`src/rtl/exc_ctrl_pkg.sv`:
```
// Shared types for the exception controller: state encoding, ESR causes, MRS selects.
// Pure declarations; no timing and no flow control.
package exc_pkg;

    typedef enum logic [1:0] {
        NORMAL  = 2'b00,
        HANDLER = 2'b01,
        FAULT   = 2'b10
    } exc_state_t;

    localparam logic [3:0] ESR_IRQ     = 4'b0001;
    localparam logic [3:0] ESR_INVOP   = 4'b0010;
    localparam logic [3:0] ESR_BADERET = 4'b0100;
    localparam logic [3:0] ESR_DFAULT  = 4'b1000;

    localparam logic [1:0] MRS_ELR  = 2'b00;
    localparam logic [1:0] MRS_ESR  = 2'b01;
    localparam logic [1:0] MRS_CNT  = 2'b10;
    localparam logic [1:0] MRS_ZERO = 2'b11;

endpackage

```
`src/rtl/exc_ctrl_irq_sync.sv`:
```
// Two-flop synchronizer for the external interrupt level; 2-cycle latency.
// No flow control: a level in, a level out.
module irq_sync (
    input  logic clk,
    input  logic reset,
    input  logic async_in,
    output logic sync_out
);

    logic meta;

    always_ff @(posedge clk or negedge reset) begin
        if (!reset) begin
            meta     <= 1'b0;
            sync_out <= 1'b0;
        end else begin
            meta     <= async_in;
            sync_out <= meta;
        end
    end

endmodule

```
`src/rtl/exc_ctrl.sv`:
```
// LEGv8 exception controller: same-cycle redirect/flush, ELR/ESR/irq_ack update at the edge.
// No backpressure; optional saturating entry counter under EXC_COUNT_EN.
module exc_ctrl
    import exc_pkg::*;
#(
    parameter int             N          = 64,
    parameter logic [N-1:0]   EXC_VECTOR = 64'h00000000000000D8,
    parameter int             CNT_W      = 8
) (
    input  logic         clk,
    input  logic         reset,
    input  logic [N-1:0] pc,
    input  logic         NotAnInstr,
    input  logic         ERet,
    input  logic         ext_irq,
    input  logic [1:0]   mrs_sel,
    output logic         exc_taken,
    output logic         exc_flush,
    output logic         eret_taken,
    output logic [N-1:0] Exc_vector,
    output logic [N-1:0] ELR,
    output logic [3:0]   ESR,
    output logic         irq_ack,
    output logic         in_handler,
    output logic         halt,
    output logic [N-1:0] mrs_data
);

    exc_state_t       state;
    exc_state_t       state_nxt;
    logic [N-1:0]     elr_nxt;
    logic [3:0]       esr_nxt;
    logic             ack_nxt;
    logic             enter;
    logic             irq_s;
    logic [CNT_W-1:0] cnt_val;

    irq_sync u_irq_sync (
        .clk      (clk),
        .reset    (reset),
        .async_in (ext_irq),
        .sync_out (irq_s)
    );

    always_ff @(posedge clk or negedge reset) begin
        if (!reset) begin
            state   <= NORMAL;
            ELR     <= '0;
            ESR     <= '0;
            irq_ack <= 1'b0;
        end else begin
            state   <= state_nxt;
            ELR     <= elr_nxt;
            ESR     <= esr_nxt;
            irq_ack <= ack_nxt;
        end
    end

    always_comb begin
        state_nxt  = state;
        elr_nxt    = ELR;
        esr_nxt    = ESR;
        ack_nxt    = 1'b0;
        enter      = 1'b0;
        exc_taken  = 1'b0;
        exc_flush  = 1'b0;
        eret_taken = 1'b0;
        case (state)
            NORMAL: begin
                // An ERET with no handler active is as illegal as a bad opcode.
                if (NotAnInstr || ERet) begin
                    exc_taken = 1'b1;
                    exc_flush = 1'b1;
                    elr_nxt   = pc;
                    esr_nxt   = NotAnInstr ? ESR_INVOP : ESR_BADERET;
                    state_nxt = HANDLER;
                    enter     = 1'b1;
                end else if (irq_s) begin
                    // The interrupted op retires, so the handler returns past it.
                    exc_taken = 1'b1;
                    elr_nxt   = pc + N'(4);
                    esr_nxt   = ESR_IRQ;
                    ack_nxt   = 1'b1;
                    state_nxt = HANDLER;
                    enter     = 1'b1;
                end
            end
            HANDLER: begin
                if (ERet) begin
                    eret_taken = 1'b1;
                    state_nxt  = NORMAL;
                end else if (NotAnInstr) begin
                    exc_flush = 1'b1;
                    esr_nxt   = ESR_DFAULT;
                    state_nxt = FAULT;
                    enter     = 1'b1;
                end
            end
            default: begin
                // FAULT, and the unused encoding, freeze the core until reset.
                exc_flush = 1'b1;
                state_nxt = FAULT;
            end
        endcase
    end

`ifdef EXC_COUNT_EN
    logic [CNT_W-1:0] cnt;

    always_ff @(posedge clk or negedge reset) begin
        if (!reset) begin
            cnt <= '0;
        end else if (enter && (cnt != {CNT_W{1'b1}})) begin
            cnt <= cnt + CNT_W'(1);
        end
    end

    assign cnt_val = cnt;
`else
    logic unused_enter;

    assign unused_enter = enter;
    assign cnt_val      = '0;
`endif

    always_comb begin
        mrs_data = '0;
        case (mrs_sel)
            MRS_ELR: mrs_data = ELR;
            MRS_ESR: mrs_data[3:0] = ESR;
            MRS_CNT: mrs_data[CNT_W-1:0] = cnt_val;
            default: mrs_data = '0;
        endcase
    end

    assign Exc_vector = EXC_VECTOR;
    assign in_handler = (state == HANDLER);
    assign halt       = (state == FAULT);

endmodule

```
`config.mk`:
```
export PLATFORM = sky130hd
export DESIGN_NAME = exc_ctrl
export DESIGN_NICKNAME = d
export VERILOG_FILES = /design/src/rtl/exc_ctrl_pkg.sv /design/src/rtl/exc_ctrl_irq_sync.sv /design/src/rtl/exc_ctrl.sv
export SDC_FILE = /design/constraint.sdc
export NUM_CORES = 1
export LEC_CHECK = 0
export ABC_CLOCK_PERIOD_IN_PS = 2360
export CORE_MARGIN = 3
export CORE_UTILIZATION = 36
export CTS_BUF_LIST = sky130_fd_sc_hd__clkbuf_16
export DETAILED_ROUTE_END_ITERATION = 8
export PLACE_DENSITY = 0.88
export RECOVER_POWER = 100
export SLEW_MARGIN = 20
export SYNTH_ARGS = -nofsm -noshare
export SYNTH_HDL_FRONTEND = slang
export SYNTH_SLANG_ARGS = --single-unit
```
`constraint.sdc`:
```
create_clock -name clk -period 2.36 [get_ports clk]
set_input_delay 0.472 -clock clk [delete_from_list [all_inputs] [get_ports clk]]
set_output_delay 0.472 -clock clk [all_outputs]
set_load 0.02 [all_outputs]
```
## Word level (Yosys, flattened, before mapping)

Index checks and enable logic that the tools add are counted.

| word-level totals | value |
|---|---|
| word-level logic and storage cells | 49 |
| register bits | 73 |
| output and inout port bits | 202 |
| input port bits | 71 |

| operators by class | value |
|---|---|
| reduce and logical (&&, ||, !) cells | 8 |
| equal/unequal tests | 7 |
| $add $sub $neg | 1 |
| muxes and demuxes | 27 |

Operator list:

| operator | number |
|---|---|
| $mux W64 | 2 |
| $add A64 B3 Y64 const B | 1 |
| $mux W56 | 1 |
| $mux W4 | 5 |
| $pmux W4 S2 | 2 |
| $mux W1 | 10 |
| $mux W2 | 4 |
| $eq A2 B1 Y1 const B | 2 |
| $logic_not A2 Y1 | 2 |
| $ne A2 B2 Y1 const B | 2 |
| $pmux W2 S2 | 1 |
| $reduce_and A2 Y1 | 2 |
| $reduce_and A4 Y1 | 1 |
| $reduce_bool A2 Y1 | 2 |
| $mux W3 | 1 |
| $ne A3 B2 Y1 const B | 1 |
| $ne A3 B3 Y1 const B | 1 |
| $eq A2 B2 Y1 const B | 1 |
| $pmux W1 S2 | 1 |
| $logic_or A1 B1 Y1 | 1 |

## Depth between registers and ports, before layout

Gate-level depths: netlist of run 1.

| depth | value |
|---|---|
| word-level depth | 3 |
| mapped depth | 9 |
| depth with buffers taken out | 6 |

## Modules after synthesis

A second synthesis of run 1 with hierarchy kept.

| second synthesis, totals | value |
|---|---|
| cells, all modules | 668 |
| area total of the unflattened synthesis | 5331.4 µm² |

Modules (own cells, without submodules):

| module | area each (µm²) | instances | cells an instance | sequential area each (µm²) |
|---|---|---|---|---|
| exc_ctrl | 5281.3 | 1 | 666 | 1776.7 |
| irq_sync | 50.0 | 1 | 2 | 50.0 |

## Least setup slack after synthesis of run 1

Ideal clock, no wire load.

| path | value |
|---|---|
| path kind | input-to-output |
| start | in ERet |
| end | out exc_taken |
| data required time | 1888 ps |
| stages | 7 |
| slack | -94 ps |
| path buffers | 4 |
| arrival | 1982 ps |
| cells stage by stage | clkbuf_1 or3_1 clkbuf_1 nand2_1 inv_1 clkbuf_1 buf_1 |

| between the ends | value |
|---|---|
| word-level cells in the longest chain between the ends | 3 |

Ends and longest elaborated chain:

| element | RTL line | text |
|---|---|---|
| from (decl) | exc_ctrl.sv:14 | `input logic ERet,` |
| $logic_or A1 B1 Y1 | exc_ctrl.sv:71 | `if (NotAnInstr \|\| ERet) begin` |
| $mux W1 | exc_ctrl.sv:71 |  |
| $mux W1 | exc_ctrl.sv:68 | `case (state)` |
| to (decl) | exc_ctrl.sv:17 | `output logic exc_taken,` |

Every way passes these cells.

## Final worst setup path of run 1

| path | value |
|---|---|
| start | in pc[19] |
| end | reg ELR[45] |

| between the ends | value |
|---|---|
| word-level cells in the longest chain between the ends | 3 |

Ends and longest elaborated chain:

| element | RTL line | text |
|---|---|---|
| from (decl) | exc_ctrl.sv:12 | `input logic [N-1:0] pc,` |
| $add A64 B3 Y64 | exc_ctrl.sv:81 | `elr_nxt = pc + N'(4);` |
| $mux W64 | exc_ctrl.sv:78 | `end else if (irq_s) begin` |
| $mux W64 | exc_ctrl.sv:71 |  |
| to (signal assigned) | exc_ctrl.sv:53 | `ELR <= elr_nxt;` |
| to (decl) | exc_ctrl.sv:21 | `output logic [N-1:0] ELR,` |

Every way passes these cells. The select of a mux whose other input is x is not followed.
A chain may end at the register's enable or synchronous reset.

==> results_dict.tcl, run 1 <==
set metrics [dict create \
    status "finished clean" \
    setup_viol 0 \
    syn-instance-count 637 \
    port_buffers 208 \
    finalCritPeriodShare_pct 99.2 \
    yosysWarningCount 0 \
    start_util_pct 37.1 \
    vias_per_cell 4.96 \
    synth-main-ff-cell "dfrtp_1" \
    ys_types 48 \
    drive_above_1_share_pct 16.9 \
    vias 5478 \
    crit_path_cell_trace "dlygate4sd2_1 > nand4_1 > or4_4 > buf_4 > or3_4 > or4_1 > a31oi_1" \
    grt_overflow 0 \
    dp_hpwl_mm 13.2 \
    final-max-slew-violation-count 0 \
    layout.nets 992 \
    synth_common_cells "79 x nand2_1, 73 x dfrtp_1, 65 x and2_1, 64 x buf_4, 43 x o21ai_0" \
    drt_pass1_iterations 5 \
    die_w_um 126 \
    fmax_mhz 427 \
    cts.clk_slew.worst_paths_ns 0.06 \
    cp_max_fo 6 \
    routabilityCongestion 0.852 \
    final.setup.worst_slack_ns 0.0199 \
    max_slew_margin_pct 34.7 \
    tns_ns 0 \
    pwr-share-clk_pct 21.6 \
    area_growth_pct 59.8 \
    worstMarginPinSlew_ns 0.979 \
    rrSetupSlack_ns 0.38 \
    pre_cts_ws_ns -0.692 \
    power_mw 7.73 \
    htreeDepth 3 \
    end_kind "flop" \
    period_needed_ns 2.34 \
    max-vdd-ir-drop_mv 0.499 \
    n_antenna_cell 0 \
    start_kind "input port" \
    wire_per_inst_um 15.8 \
    timing.hold.ws_ns 0.277 \
    fp-row-count 43 \
    ant_nets 0 \
    finalClockSkew_ns 0.0114 \
    powerDensity_nw_per_um2 936 \
    avgSynthCellArea_um2 8.11 \
    die_area_um2 15800 \
    synth_area_leaders "dfrtp_1 35%, buf_4 9.3%, and2_1 7.9%, nand2_1 5.7%, xnor2_1 4.9%" \
    final_cells 1104 \
    synth_top_area_share_pct 35.4 \
    yosysSeqAreaShare_pct 35.4 \
    clock_latency_ns 0.32 \
    internal_power_mw 4.54 \
    cts_tree "done" \
    power_frac_seq_pct 30.2 \
    root_buffer "clkbuf_16" \
    antenna_found_initial 0 \
    synthArstFlopShare_pct 100 \
    rr_endpoint "ELR[8]" \
    ff2ff_path_depth 5 \
    io_pins 273 \
    first_global_vias 5447 \
    rsz0062_at_grt "yes" \
    sw_frac_of_total_pct 41.2 \
    hold_class "input port to async pin" \
    grt_usage_pct 21.0 \
    cts.sinks 73 \
    worstPathRequired_ns 2.61 \
    dp_cells 1081 \
    die_h_um 126 \
    numCtsBuffers 9 \
    drt_iter0_drc 312 \
    p_switching_mw 3.19 \
    grt_max_degree 67 \
    cp.arrival_ns 2.59 \
    reg2reg_from "u_irq_sync.sync_out" \
    drc 0 \
    syn_area_um2 5170 \
    cap_violations 0 \
    synth_top_area_cell "dfrtp_1" \
    synth-seq-cells 73 \
    finalHoldViolations 0 \
    synth-edff-count 0 \
    crit_type "input port to flop" \
    coreArea_um2 13900 \
    static-leakage-power_nw 3.89 \
    grt_pass1_wl_mm 27.7 \
    crit_path_max_incr_delay_ns 0.59 \
    wirelength_mm 17.5 \
    comb_power_share_pct 48.2 \
    crit_slowest_cell "or4_4" \
    yosysMostFrequentCell "nand2_1" \
    clockBufferDepth 2 \
]
## how the worst max path moves through the flow
| stage | start | endpoint | slack, ns | cells past startpoint |
|---|---|---|---|---|
| floorplan | ERet | ELR[44] | 0.006 | 7 |
| global placement | pc[13] | ELR[57] | -0.64 | 6 |
| finish | pc[19] | ELR[45] | 0.02 | 7 |
| detailed placement | pc[21] | ELR[55] | -0.69 | 6 |
| CTS | pc[5] | ELR[44] | 0.0003 | 7 |
| global route | pc[25] | ELR[44] | -0.03 | 7 |
## through the flow
stage,util [%],instance area (um^2)
finish,59.3,8260
floorplan,-,5400
detailed placement,56.3,7850
global route,59.3,8260
global placement,56.3,7850
CTS,58.9,8210
## state kept, by name (all words and copies together), names as in the netlist
signal	cells
state	2
ELR	64
u_irq_sync.sync_out	1
ESR	4
u_irq_sync.meta	1
irq_ack	1
## metal layers
layer | global-route usage (%) | wire [um] | up-vias
met5 | 0 | 0 | -
met2 | 37.6 | 8970 | 209
met3 | 3.10 | 926 | 21
met4 | 4.86 | 253 | 0
li1 | - | - | 2640
met1 | 26.7 | 7330 | 2608
## cells by family (layout without fill, tap and decap cells)
kind of cell    after synthesis  in the layout  share of synthesized area (%)
xor+xnor                     33             33                           5.59
mux                          10             10                           1.96
simple gates                314            316                           33.1
buf+inv                     116            339                           13.4
compound gates               88             88                           10.2
flops                        73             73                           35.4
other cells                   2             64                          0.145
fa+ha+maj                     1              1                          0.242
## final cells by class
class / count / area (um^2)
fill: 1227 / 5680
multi-input combinational: 512 / 3000
timing repair buffer: 311 / 2800
inverter: 13 / 48.8
sequential: 73 / 1830
clock buffer: 9 / 225
tap: 180 / 225
clock inverter: 6 / 131
## cell usage in the layout, fill, tap and decap left out, types with 5 or more instances in the layout
master and instances:
buf_4 89, clkdlybuf4s15_1 10, and3_1 15, mux2i_1 9, nand2_1 78, dlymetal6s2s_1 16, dlygate4sd2_1 79, inv_1 12
dlygate4sd3_1 72, nor2_1 35, nor4_1 9, clkbuf_1 7, and2_1 65, or4_4 7, or2_2 5, nand3_1 16
o31ai_1 10, or4_1 12, nor3_1 13, o21ai_0 43, clkbuf_16 9, a31oi_1 20, nand3_2 8, or3_1 12
conb_1 64, nand4_1 10, dfrtp_1 73, clkdlybuf4s50_1 27, xnor2_1 29
## power by group through the flow
| stage | Combinational (mW) | Clock, mW | Sequential (mW) |
|---|---|---|---|
| 6_report | 3.73 | 1.67 | 2.33 |
| 5_1_grt | 4.02 | 1.75 | 2.42 |
| 4_1_cts | 3.98 | 1.69 | 2.37 |
| 3_5_place_dp | 4.11 | 0 | 2.38 |
| 3_3_place_gp | 4.01 | 0 | 2.35 |
| 2_1_floorplan | 1.44 | 0 | 2.91 |
## what timing repair did
action / 4_1_cts / 5_1_grt
cloned: 2 / 0
hold endpoints to repair: 0 / 0
setup buffers: 5 / 1
hold buffers: 0 / 0
setup endpoints to repair: 95 / 27
pin swaps: 17 / 13
resized for setup: 112 / 43
## critical path: cells and delay by family
| family | cells | cell delay, ns |
|---|---|---|
| simple gates | 4 | 1.56 |
| buf+inv | 2 | 0.38 |
| compound gates | 1 | 0.16 |
Power figures use the tool's default switching activity.
==> run 2: changes to the inputs <==
--- a/config.mk
+++ b/config.mk
@@ -10,8 +10,8 @@
 export CORE_UTILIZATION = 36
 export CTS_BUF_LIST = sky130_fd_sc_hd__clkbuf_16
 export DETAILED_ROUTE_END_ITERATION = 8
+export GPL_ROUTABILITY_DRIVEN = 0
 export PLACE_DENSITY = 0.88
-export RECOVER_POWER = 100
 export SLEW_MARGIN = 20
 export SYNTH_ARGS = -nofsm -noshare
 export SYNTH_HDL_FRONTEND = slang
==> results_dict.tcl, run 2 (synthesized netlist as in run 1, its figures left out) <==
set metrics [dict create \
    status "finished clean" \
    drive_above_1_share_pct 17.9 \
    cp_max_fo 6 \
    fp-row-count 43 \
    grt_max_degree 67 \
    critPathBufInv 2 \
    die_w_um 126 \
    hold_class "input port to async pin" \
    grt_pass1_wl_mm 27.7 \
    static-leakage-power_nw 3.89 \
    rr_endpoint "ELR[59]" \
    cp_top_family "simple AND/OR/NAND/NOR gates" \
    powerDensity_nw_per_um2 959 \
    pre_cts_ws_ns -0.692 \
    grt_overflow 0 \
    cp.arrival_ns 2.59 \
    period_needed_ns 2.35 \
    worstPathRequired_ns 2.61 \
    port_buffers 208 \
    crit_slowest_cell "or4_4" \
    antenna_found_initial 0 \
    drt_pass1_iterations 5 \
    cts_hold_buf 0 \
    largest_reg_flops 64 \
    cts.sinks 73 \
    tns_ns 0 \
    wire_per_inst_um 15.8 \
    root_buffer "clkbuf_16" \
    coreArea_um2 13900 \
    crit_path_cell_trace "dlygate4sd2_1 > nand4_1 > or4_4 > buf_4 > or3_4 > or4_1 > a31oi_1" \
    numCtsBuffers 9 \
    io_pins 273 \
    area_growth_pct 61.0 \
    n_antenna_cell 0 \
    layout.nets 992 \
    reg2reg_from "state[1]" \
    crit_type "input port to flop" \
    htreeDepth 3 \
    die_h_um 126 \
    wirelength_mm 17.5 \
    top_register "ELR" \
    crit_path_max_incr_delay_ns 0.59 \
    end_kind "flop" \
    worstMarginPinSlew_ns 0.505 \
    rsz0062_at_grt "yes" \
    die_area_um2 15800 \
    setup_viol 0 \
    fmax_mhz 426 \
    finalHoldViolations 0 \
    final.setup.worst_slack_ns 0.0147 \
    cts_tree "done" \
    start_kind "input port" \
    finalClockSkew_ns 0.0109 \
    max-vdd-ir-drop_mv 0.503 \
    clock_latency_ns 0.32 \
    drc 0 \
    rrSetupSlack_ns 0.58 \
    drt_iter0_drc 315 \
    grt_usage_pct 21.0 \
    first_global_vias 5447 \
    finalCritPeriodShare_pct 99.4 \
    start_util_pct 37.1 \
    reg_top3 "ELR x64, ESR x4, state x2" \
    clockBufferDepth 2 \
    vias_per_cell 5.01 \
    final_common_cell "clkdlybuf4s50_1" \
    cts.clk_slew.worst_paths_ns 0.06 \
    cap_violations 0 \
    final_cell_mix "99 x clkdlybuf4s50_1, 97 x buf_4, 79 x dlygate4sd2_1, 77 x nand2_1, 73 x dfrtp_1" \
    ant_nets 0 \
    max_slew_margin_pct 66.3 \
    vias 5530 \
    ff2ff_path_depth 6 \
    final-max-slew-violation-count 0 \
    dp_hpwl_mm 13.2 \
]
==> run 2: cell count changes in the layout (fill, tap and decap cells not counted), sizes merged <==
cell / change
buf: +10
clkdlybuf4s50: +72
dlygate4sd3: -72
clkbuf: -11
dlymetal6s2s: +1
==> run 2: how the worst max path moves through the flow <==
stage / from / endpoint / slack [ns] / depth (start not counted)
floorplan: ERet / ELR[44] / 0.006 / 7
global placement: pc[13] / ELR[57] / -0.64 / 6
detailed placement: pc[21] / ELR[55] / -0.69 / 6
CTS: pc[5] / ELR[44] / 0.0003 / 7
global route: pc[25] / ELR[44] / -0.03 / 7
finish: pc[19] / ELR[45] / 0.01 / 7
==> run 2: where the power goes <==
group / switching [mW] / internal [mW] / total (mW)
clock network: 0.532 / 1.13 / 1.66
logic: 2.15 / 1.80 / 3.96
registers: 0.523 / 1.84 / 2.36
total: 3.21 / 4.77 / 7.98
==> run 2: per-stage QoR <==
stage | util, % | hold WS, ns | power, mW | instances | instance area [um^2]
6_report | 59.7 | 0.112 | 7.98 | 1104 | 8320
2_1_floorplan | - | 0.176 | 4.34 | 699 | 5400
3_5_place_dp | 56.3 | 0.337 | 6.48 | 1081 | 7850
5_1_grt | 59.7 | 0.144 | 8.45 | 1104 | 8320
3_3_place_gp | 56.3 | 0.336 | 6.37 | 1081 | 7850
4_1_cts | 58.9 | 0.119 | 8.04 | 1103 | 8210
==> run 2: cell type report <==
class,count,area [um^2]
well taps,180,225
clock buffers,9,225
inverters,13,48.8
flip-flops and latches,73,1830
fillers,1210,5620
repair buffers,311,2850
multi-input cells,512,3010
clock inverters,6,131
==> run 2: what timing repair did <==
action                                  in CTS  in global routing
gates cloned                                 2                  0
endpoints found under the setup margin      95                 27
pin swaps                                   17                 13
resized for setup                          112                 43
setup buffers                                5                  1
==> run 2: per-layer routing <==
metal | vias to the layer above | GRT usage [%] | wire, um
li1 | 2642 | - | -
met1 | 2645 | 26.7 | 7240
met2 | 227 | 37.6 | 8980
met3 | 16 | 3.10 | 1070
met4 | 0 | 4.86 | 198
met5 | - | 0 | 0
==> run 3: changes to the inputs <==
--- a/config.mk
+++ b/config.mk
@@ -12,7 +12,6 @@
 export DETAILED_ROUTE_END_ITERATION = 8
 export GPL_ROUTABILITY_DRIVEN = 0
 export PLACE_DENSITY = 0.88
-export SLEW_MARGIN = 20
 export SYNTH_ARGS = -nofsm -noshare
 export SYNTH_HDL_FRONTEND = slang
 export SYNTH_SLANG_ARGS = --single-unit
==> results of run 3 <==
The final DEF is identical to that of run 2; final timing and power are the same.
